$ cat src/rtl/phase_sequencer.sv
// -----------------------------------------------------------------------------
// phase_sequencer
//
// Run-control clock-enable sequencer. It divides clk into DIVISOR-cycle phase
// ticks and groups PHASES ticks into one CPU cycle. On the ticks of the chosen
// phases it emits one-cycle cpu_en / mem_en strobes in place of gated clocks.
// Run control covers free-run, single-step, N-cycle burst and sticky halt.
// Every stop decision is taken at the end of a CPU cycle, so a stop always
// leaves phase at 0.
//
// Ports
//   clk          system clock, rising edge
//   rst          synchronous active-high reset
//   hlt          halt request (level), honoured at the end of a CPU cycle
//   run          free-run enable (level)
//   step         single CPU-cycle request
//   burst_start  start a burst of burst_len CPU cycles (0 is ignored)
//   burst_len    burst length, sampled with burst_start
//   cpu_en       one-cycle core clock enable
//   mem_en       one-cycle memory/IO clock enable
//   phase        current phase index
//   busy         sequencer is in RUN, STEP or BURST
//   halted       sequencer is in HALT
//   cycle_count  completed CPU cycles, wraps modulo 2^CNT_W
// -----------------------------------------------------------------------------
module phase_sequencer #(
  parameter  int DIVISOR   = 2,
  parameter  int PHASES    = 2,
  parameter  int CPU_PHASE = 0,
  parameter  int MEM_PHASE = 1,
  parameter  int CNT_W     = 32,
  localparam int PHASE_W   = (PHASES > 2) ? $clog2(PHASES) : 1
) (
  input  logic               clk,
  input  logic               rst,
  input  logic               hlt,
  input  logic               run,
  input  logic               step,
  input  logic               burst_start,
  input  logic [CNT_W-1:0]   burst_len,
  output logic               cpu_en,
  output logic               mem_en,
  output logic [PHASE_W-1:0] phase,
  output logic               busy,
  output logic               halted,
  output logic [CNT_W-1:0]   cycle_count
);

  localparam int DIV_W = (DIVISOR > 1) ? $clog2(DIVISOR) : 1;

  localparam logic [DIV_W-1:0]   DIV_LAST   = DIV_W'(DIVISOR - 1);
  localparam logic [PHASE_W-1:0] PHASE_LAST = PHASE_W'(PHASES - 1);
  localparam logic [PHASE_W-1:0] CPU_PH     = PHASE_W'(CPU_PHASE);
  localparam logic [PHASE_W-1:0] MEM_PH     = PHASE_W'(MEM_PHASE);

  typedef enum logic [2:0] {
    S_IDLE,
    S_RUN,
    S_STEP,
    S_BURST,
    S_HALT
  } state_t;

  state_t             state_q, state_d;
  logic [DIV_W-1:0]   div_q, div_d;
  logic [CNT_W-1:0]   remaining_q;
  logic               tick, wrap;
  logic               stay_busy;
  logic               load_burst;

  assign busy   = (state_q == S_RUN) || (state_q == S_STEP) || (state_q == S_BURST);
  assign halted = (state_q == S_HALT);

  assign tick = busy && (div_q == DIV_LAST);
  // End of a CPU cycle: the only point where a busy state may be left.
  assign wrap = tick && (phase == PHASE_LAST);

  // Next-state logic.
  // NOTE: every signal driven here gets a default first, so no path through
  // the case can leave it unassigned and infer a latch.
  always_comb begin
    state_d    = state_q;
    load_burst = 1'b0;
    unique case (state_q)
      S_IDLE: begin
        if (hlt) begin
          state_d = S_HALT;
        end else if (burst_start && (burst_len != '0)) begin
          state_d    = S_BURST;
          load_burst = 1'b1;
        end else if (step) begin
          state_d = S_STEP;
        end else if (run) begin
          state_d = S_RUN;
        end
      end
      S_RUN: begin
        if (wrap) begin
          if (hlt)       state_d = S_HALT;
          else if (!run) state_d = S_IDLE;
        end
      end
      S_STEP: begin
        if (wrap) state_d = hlt ? S_HALT : S_IDLE;
      end
      S_BURST: begin
        if (wrap) begin
          if (hlt)                             state_d = S_HALT;
          else if (remaining_q == CNT_W'(1))   state_d = S_IDLE;
        end
      end
      S_HALT:  state_d = S_HALT;
      default: state_d = S_IDLE;
    endcase
  end

  // The divider only runs while the sequencer stays busy; entering a busy
  // state from IDLE, or leaving one, always restarts it at 0.
  assign stay_busy = busy && (state_d != S_IDLE) && (state_d != S_HALT);

  always_comb begin
    div_d = '0;
    if (stay_busy) div_d = tick ? '0 : div_q + DIV_W'(1);
  end

  // NOTE: sequential state uses non-blocking assignments so every register
  // samples pre-edge values, independent of statement order.
  always_ff @(posedge clk) begin
    if (rst) begin
      state_q     <= S_IDLE;
      div_q       <= '0;
      phase       <= '0;
      remaining_q <= '0;
      cpu_en      <= 1'b0;
      mem_en      <= 1'b0;
      cycle_count <= '0;
    end else begin
      state_q <= state_d;
      div_q   <= div_d;
      // Strobes mark the phase that the current tick completes.
      cpu_en  <= tick && (phase == CPU_PH);
      mem_en  <= tick && (phase == MEM_PH);
      if (tick) phase <= (phase == PHASE_LAST) ? '0 : phase + PHASE_W'(1);
      if (wrap) cycle_count <= cycle_count + CNT_W'(1);
      if (load_burst)                      remaining_q <= burst_len;
      else if (wrap && state_q == S_BURST) remaining_q <= remaining_q - CNT_W'(1);
    end
  end

endmodule

$ cat config.mk
export PLATFORM = sky130hd
export DESIGN_NAME = phase_sequencer
export DESIGN_NICKNAME = d
export VERILOG_FILES = /design/src/rtl/phase_sequencer.sv
export SDC_FILE = /design/constraint.sdc
export NUM_CORES = 1
export LEC_CHECK = 0
export CAP_MARGIN = 20
export CORE_UTILIZATION = 55
export DETAILED_ROUTE_END_ITERATION = 8
export MAX_ROUTING_LAYER = met4
export PLACE_DENSITY = 0.85
export SLEW_MARGIN = 20
export SYNTH_ARGS = -nofsm -noshare
export SYNTH_HDL_FRONTEND = slang
export SYNTH_SLANG_ARGS = --single-unit
$ cat constraint.sdc
create_clock -name clk -period 3.8 [get_ports clk]
set_input_delay 0.95 -clock clk [delete_from_list [all_inputs] [get_ports clk]]
set_output_delay 0.95 -clock clk [all_outputs]
set_load 0.02 [all_outputs]
Word level (Yosys, flattened, before mapping)

Index checks and enable logic that the tools add are counted.
Widths: inputs -> output; s select.

Register bits after elaboration: 71
Latch bits: 0
Bits in writable memories: 0
Bits in read-only memories: 0
Output and inout port bits: 37
Logic and storage cells: 52
Memories kept: 0

$add $sub $neg: 4
$mul: 0
Div/mod/pow operators: 0
$lt $le $gt $ge: 0
Equality and inequality tests: 6
Shift-type cells: 0
Multiplexer cells: 19
Bitwise gates (word level): 2
Reductions and logical operators: 14

Operators with widths:

| operator              | number |
|---|---|
| $mux 32               | 2 |
| $mux 3                | 12 |
| $add 32x1->32 const B | 1 |
| $eq 32x1->1 const B   | 1 |
| $reduce_bool 32->1    | 1 |
| $sub 32x1->32 const B | 1 |
| $pmux 3 s5            | 1 |
| $logic_and 1x1->1     | 7 |
| $eq 3x2->1 const B    | 2 |
| $mux 1                | 4 |
| $eq 3x1->1 const B    | 1 |
| $eq 3x3->1 const B    | 1 |
| $logic_not 3->1       | 1 |
| $ne 3x3->1 const B    | 1 |
| $reduce_bool 3->1     | 1 |
| $reduce_or 3->1       | 1 |
| $add 1x1->1 const B   | 2 |
| $logic_or 1x1->1      | 2 |
| $not 1->1             | 2 |
| $reduce_bool 2->1     | 1 |

Logic depth before layout (Yosys ltp)

Gate-level depths: netlist (run 1).

Depth in word-level cells: 12
Gate-level depth with buffers: 9
Depth with buffers taken out: 7

Worst setup path after synthesis (run 1)

Ideal clock, no wire load.

Kind: input port to flip-flop
Start: input port burst_len[25]
End: register remaining_q[22]
Setup time: 0.074 ns
Arrival: 2.177 ns
Path slack: 1.549 ns
Stages on the path: 6
Cells stage by stage: nor4_1 > nand4_1 > o21ai_1 > clkbuf_1 > o311ai_0 > a31oi_1

Cells in the longest elaborated chain, start to end: 6

RTL lines:

| item                                                | line | RTL |
|---|---|---|
| from (decl)                                         | 40   | `input logic [CNT_W-1:0] burst_len,` |
| $reduce_bool 32->1 *                                | 88   | `end else if (burst_start && (burst_len != '0)) begin` |
| $logic_and 1x1->1 *                                 | 88   |  |
| $mux 1 *                                            | 88   |  |
| $mux 1 *                                            | 86   | `if (hlt) begin` |
| $mux 1 *                                            | 84   | `unique case (state_q)` |
| $mux 32 / $reduce_bool 2->1 (equally long branches) | --   |  |
| to (signal assigned)                                | 145  | `if (load_burst) remaining_q <= burst_len;` |
| to (signal assigned)                                | 146  | `else if (wrap && state_q == S_BURST) remaining_q <= remaining_q - CNT_W'(1);` |
| to (decl)                                           | 66   | `logic [CNT_W-1:0] remaining_q;` |

Every way passes the cells marked *; elsewhere a longest branch is shown, timed or not.
A chain may end at the register's enable or synchronous reset.

Worst setup path in the final report (run 1)

Start: register state_q[1]
End: output port halted

Cells in the longest elaborated chain, start to end: 1

RTL lines:

| item                   | line | RTL |
|---|---|---|
| from (decl)            | 64   | `state_t state_q, state_d;` |
| from (signal assigned) | 138  | `state_q <= state_d;` |
| $eq 3x3->1             | 72   | `assign halted = (state_q == S_HALT);` |
| to (decl)              | 45   | `output logic halted,` |

Every way passes these cells.

==> summary.txt, run 1 <==
Grt ovf: 0
Post-Layout Cell Count: 572
Yosys reg bits: 71
Hold/Removal Path Class: reg2reg
CTS resizes: 0
Post-synth cell types: 47
CTS buffer count: 9
Overall Power: 0.00168 W
Via-per-instance ratio: 6.28
Depth of the CTS H-tree: 3
Crit end category: primary output
Global-route usage over all layers: 0.297
Wire per inst: 16.2 um
Total of max-cap violations: 0
Number of global-route vias before repair: 3251
Pin count of the biggest net entering global routing: 56
Top FF cell, synth: dfxtp_1
Sequential cell area fraction in the yosys report: 0.401
Via count: 3594
Clock Path Buffers: 2
CTS tree: built
HPWL after DPL: 6.53 mm
Setup repair bufs after CTS: 0
CTS clock-pin slew for the worst setup and hold paths: 0.07 ns
Top sig layer: met4
Avg Synthesized Cell Area: 8.33 um2
Die height: 82.2 um
Startpoint types: register
I/O pin total: 75
Setup TNS: 0 ns
Worst skew pair latency: 0.35 ns
Pleak: 1.52 nW
VDD IR max: 0.248 mV
Std-Cell Rows: 28
EDFF count, synth: 0
Final Setup Violations: 0
# port buffers: 74
Yosys synthesis warning count: 0
Layout cells sized above 1: 0.0543
Ys async rst share: 0
DRT iter0 DRCs: 373
Pwr dens: 372 nW/um2
CP required: 2.85 ns
Max Freq: 334 MHz
Sink Count: 71
Final Core Density: 0.744
Status: completed
Crit share post-route: 0.788
Area growth from synthesis to layout: 27.4%
Met2 wire length: 4.31 mm
Dpl cells: 556
Root buf cell: clkbuf_8
M1 wire length: 4.08 mm
Slew Viols, Final: 0
Slew @ Worst Pin: 0.996 ns
Final Wtd Congestion: 0.912
Starting Density: 0.584
Die Span X: 82.2 um
Syn Inst Count: 425
RSZ-0062 raised after global routing: no
Area of the die: 6760 um2
Critical Path Fanout Max: 10
Post-synth design cell area: 3540 um2
Critical path data arrival time: 2.04 ns
N_diodes: 0
Core ar.: 6060 um2
Syn_nets: 466
Final Hold Fails: 0
R2R setup slack: 1.21 ns
Final net count: 533
DR pass1 iterations: 5
Initial antenna violation count: 0
Drt total wl: 9.26 mm
Remaining DRCs: 0
# hold bufs at CTS: 0
Post-DP Area: 4320 um2
Final instance area: 4510 um2
Critical path class: reg2out
Tmin final: 2.99 ns
Global-route wire length before repair: 14.8 mm
Relative slew slack: 0.330
ANT nets after route: 0
Met3 routed WL: 647 um
Worst Skew: 0.00883 ns
-- area by class of cell --
class / count / area, um2
multi-input cells: 325 / 2010
repair buffers: 79 / 773
clock inverters: 4 / 45.0
flip-flops and latches: 71 / 1420
fillers: 484 / 1550
clock buffers: 12 / 145
inverters: 6 / 22.5
well taps: 75 / 93.8
-- stage by stage --
stage	setup WS, ns	hold WS [ns]
after global routing	0.693	0.519
after floorplan	1.55	0.443
after detailed placement	0.608	0.474
after global placement	0.689	0.457
after CTS	0.793	0.484
final	0.805	0.491
-- sequential cells by signal (all words and copies together) (netlist names) --
| signal | flops |
|---|---|
| cycle_count | 32 |
| remaining_q | 32 |
| div_q | 1 |
| state_q | 3 |
| cpu_en | 1 |
| phase | 1 |
| mem_en | 1 |
-- worst max-delay path: stages (launching register included) --
cell and delay [ns]:
dfxtp_1 0.39, nor2_1 0.50, and2_1 0.21, clkdlybuf4s50_1 0.59
-- path summary, 6_finish.rpt --
path | endpoint | start | cells past startpoint
max reg2reg | remaining_q[29] | state_q[1] | 5
max | halted | state_q[1] | 3
min reg2reg | remaining_q[7] | remaining_q[7] | 2
min | remaining_q[7] | remaining_q[7] | 2
-- metal layers --
layer  GRT usage  vias up
li1            -     1735
met1       0.370     1669
met2       0.466      168
met3      0.0560       22
met4       0.132        0
met5           -        -
-- cell families after synthesis --
group / after synthesis / synth area share
AOI/OAI and AO/OA: 83 / 0.158
xor gates and xnor gates: 33 / 0.0816
adders and majority gates: 3 / 0.0106
DFF: 71 / 0.401
and+or+nand+nor: 206 / 0.317
buffers and inverters: 29 / 0.0318
-- synthesized netlist by cell type (6+ instances only) --
| cell type | count | area, um2 |
|---|---|---|
| a211oi_1 | 6 | 45.0 |
| a21oi_1 | 23 | 115 |
| a31oi_1 | 13 | 81.3 |
| and2_1 | 6 | 37.5 |
| and3_1 | 7 | 43.8 |
| clkbuf_1 | 20 | 75.1 |
| dfxtp_1 | 71 | 1420 |
| inv_1 | 6 | 22.5 |
| nand2_1 | 26 | 97.6 |
| nand3_1 | 32 | 160 |
| nand4_1 | 23 | 144 |
| nor2_1 | 46 | 173 |
| nor3_1 | 12 | 60.1 |
| nor4_1 | 12 | 75.1 |
| o211ai_1 | 7 | 52.6 |
| o21ai_0 | 7 | 35.0 |
| o311ai_0 | 7 | 61.3 |
| or3_1 | 13 | 81.3 |
| or4_1 | 8 | 60.1 |
| xnor2_1 | 7 | 61.3 |
| xor2_1 | 26 | 228 |
-- placed cells by master (no fill, tap or decap), types with 5 or more instances in the layout --
master | Yosys | layout
o21ai_0 | 7 | 7
o211ai_1 | 7 | 7
a211oi_1 | 6 | 6
xor2_1 | 26 | 26
and2_1 | 6 | 6
nor4_1 | 12 | 12
and4_1 | 5 | 5
nand2_1 | 26 | 26
o311ai_0 | 7 | 7
and3_1 | 7 | 7
clkdlybuf4s50_1 | 0 | 73
a2bb2oi_1 | 5 | 5
nand3_1 | 32 | 32
nor2_1 | 46 | 46
nor3_1 | 12 | 12
xnor2_1 | 7 | 7
a21oi_1 | 23 | 23
inv_1 | 6 | 6
dfxtp_1 | 71 | 71
or4_1 | 8 | 8
buf_4 | 0 | 5
a31oi_1 | 13 | 13
clkbuf_8 | 0 | 10
nand4_1 | 23 | 23
or3_1 | 13 | 13
-- power breakdown --
group          switching (W)  leakage [nW]  internal, W  total (W)
clock network       0.000280         0.100     0.000318   0.000599
logic               0.000151         0.847     0.000118   0.000270
registers          0.0000373         0.575     0.000774   0.000811
total               0.000469          1.52      0.00121    0.00168
(Power assumes the default switching activity.)
==> run 2, diff against run 1 <==
CORE_UTILIZATION = 46   (was 55)
PLACE_DENSITY = 0.76   (was 0.85)
clock period = 2.7 ns   (was 3.8 ns; I/O delays follow)
==> run 2 against run 1 <==
Clock skew is 0.0019 ns lower. Register-to-register slack worse by 0.86 ns. First-iteration DRC count is 48% lower. Total power is 38% higher. Flip-flop and latch count stayed put. Non-clock buffer count is 12 higher. Critical path type unchanged. Highest routed layer unchanged.
==> summary.txt, run 2 (synthesis results as in run 1) <==
Max Freq: 407 MHz
Root buf cell: clkbuf_8 (unchanged)
Multi-input gate area: 2010 um2 (unchanged)
CTS buffer count: 9 (unchanged)
RSZ-0062 raised after global routing: no (unchanged)
Post-DP Area: 4450 um2 (was 4320 um2)
CTS tree: built (unchanged)
Layout cells sized above 1: 0.0806 (was 0.0543)
CP required: 2.03 ns (was 2.85 ns)
Starting Density: 0.483 (was 0.584)
Number of global-route vias before repair: 3292 (was 3251)
Reg2Reg Depth: 5 (unchanged)
Tmin final: 2.46 ns
R2R setup slack: 0.35 ns (was 1.21 ns)
Via-per-instance ratio: 5.85 (was 6.28)
DRT iter0 DRCs: 193 (was 373)
Depth of the CTS H-tree: 3 (unchanged)
Pwr dens: 501 nW/um2 (was 372 nW/um2)
Initial antenna violation count: 0 (unchanged)
Wire per inst: 15.0 um (was 16.2 um)
Die Span X: 89.7 um (was 82.2 um)
Global-route usage over all layers: 0.245 (was 0.297)
Critical Path Fanout Max: 10 (unchanged)
Biggest regs: cycle_count (32), remaining_q (32), state_q (3) (unchanged)
Worst skew pair latency: 0.34 ns (was 0.35 ns)
Crit end category: primary output (unchanged)
Combinational cell fraction of total power: 0.172 (was 0.161)
Most frequent cells in the layout: clkdlybuf4s50_1 (73), dfxtp_1 (71), nor2_1 (46) (unchanged)
Clock Path Buffers: 2 (unchanged)
Switching Fraction: 0.298 (was 0.279)
N_diodes: 0 (unchanged)
Drt total wl: 9.14 mm (was 9.26 mm)
Worst Skew: 0.00691 ns (was 0.00883 ns)
Final Setup Violations: 0 (unchanged)
Sequential power share: 0.491 (was 0.483)
Clk pwr share: 0.337 (was 0.356)
Psw: 0.000692 W (was 0.000469 W)
Overall Power: 0.00232 W (was 0.00168 W)
HPWL after DPL: 6.62 mm (was 6.53 mm)
Final Wtd Congestion: 0.858 (was 0.912)
Setup TNS: 0 ns (unchanged)
Status: completed (unchanged)
Seq. cell area: 1420 um2 (unchanged)
Global-route wire length before repair: 15.7 mm (was 14.8 mm)
Startpoint types: register (unchanged)
Core ar.: 7330 um2 (was 6060 um2)
Final net count: 545 (was 533)
Area of the die: 8050 um2 (was 6760 um2)
Slew @ Worst Pin: 0.899 ns (was 0.996 ns)
Pleak: 1.57 nW (was 1.52 nW)
Final Hold Fails: 0 (unchanged)
Remaining DRCs: 0 (unchanged)
WHS: 0.469 ns (was 0.491 ns)
Sink Count: 71 (unchanged)
Critical path data arrival time: 1.78 ns (was 2.04 ns)
ANT nets after route: 0 (unchanged)
Commonest non-fill, non-tap cell in the layout: clkdlybuf4s50_1 (unchanged)
Reg2reg end: remaining_q[31] (was remaining_q[29])
Via count: 3557 (was 3594)
Area growth from synthesis to layout: 31.0% (was 27.4%)
VDD IR max: 0.256 mV (was 0.248 mV)
Pin count of the biggest net entering global routing: 34 (was 56)
Grt ovf: 0 (unchanged)
Critical path class: reg2out (unchanged)
FILL cells: 619 (was 484)
I/O pin total: 75 (unchanged)
Total of max-cap violations: 0 (unchanged)
RR Startpoint: remaining_q[8] (was state_q[1])
Pint: 0.00163 W (was 0.00121 W)
Relative slew slack: 0.395 (was 0.330)
CTS clock-pin slew for the worst setup and hold paths: 0.08 ns (was 0.07 ns)
Die height: 89.7 um (was 82.2 um)
Crit share post-route: 0.910
CP Launch Point: state_q[1] (unchanged)
# hold bufs at CTS: 0 (unchanged)
Slew Viols, Final: 0 (unchanged)
CP endpoint: busy (was halted)
Std-Cell Rows: 31 (was 28)
Hold/Removal Path Class: reg2reg (unchanged)
CTS resizes: 0 (unchanged)
Final instance area: 4640 um2 (was 4510 um2)
# port buffers: 74 (unchanged)
Setup repair bufs after CTS: 0 (unchanged)
DR pass1 iterations: 4 (was 5)
[run 2: layout make-up]
cell class | instances | area share
multi-input combinational | 325 | 0.434
sequential | 71 | 0.307
timing repair buffer | 91 | 0.189
clock buffer | 10 | 0.0297
tap | 99 | 0.0267
clock inverter | 6 | 0.00971
inverter | 6 | 0.00486
[run 2: critical path, stage by stage (launching register included)]
cell and delay (ns):
dfxtp_1 0.50, nor2_1 0.12, nor2_1 0.17, clkdlybuf4s50_1 0.64
[run 2: worst min path at each step]
stage	startpoint	to	slack [ns]	depth (start not counted)
after floorplan	remaining_q[7]	remaining_q[7]	0.44	2
after detailed placement	remaining_q[7]	remaining_q[7]	0.46	2
final	remaining_q[7]	remaining_q[7]	0.47	2
after CTS	remaining_q[7]	remaining_q[7]	0.47	2
after global placement	remaining_q[7]	remaining_q[7]	0.46	2
after global routing	remaining_q[7]	remaining_q[7]	0.49	2
[run 2: layer usage]
| layer | wire (um) | vias to the layer above | track usage | share of wire |
|---|---|---|---|---|
| met2 | 4290 | 111 | 0.397 | 0.47 |
| li1 | - | 1764 | - | - |
| met5 | 0 | - | - | 0 |
| met3 | 509 | 8 | 0.0372 | 0.056 |
| met4 | 99 | 0 | 0.0833 | 0.011 |
| met1 | 4240 | 1674 | 0.311 | 0.46 |
[run 2: stage by stage]
stage	worst slack [ns]	std cells	util
finish	0.244	608	0.633
global route	0.0785	608	0.633
CTS	0.235	608	0.633
detailed placement	0.105	592	0.608
global placement	0.117	592	0.608
floorplan	0.655	425	-
[run 2: power by group through the flow]
stage	Sequential (W)	Combinational, W	Clock (W)
final	0.00114	0.000399	0.000783
after global routing	0.00115	0.000441	0.000856
after CTS	0.00114	0.000396	0.000802
after detailed placement	0.00116	0.000394	0
after global placement	0.00116	0.000386	0
after floorplan	0.00114	0.000253	0
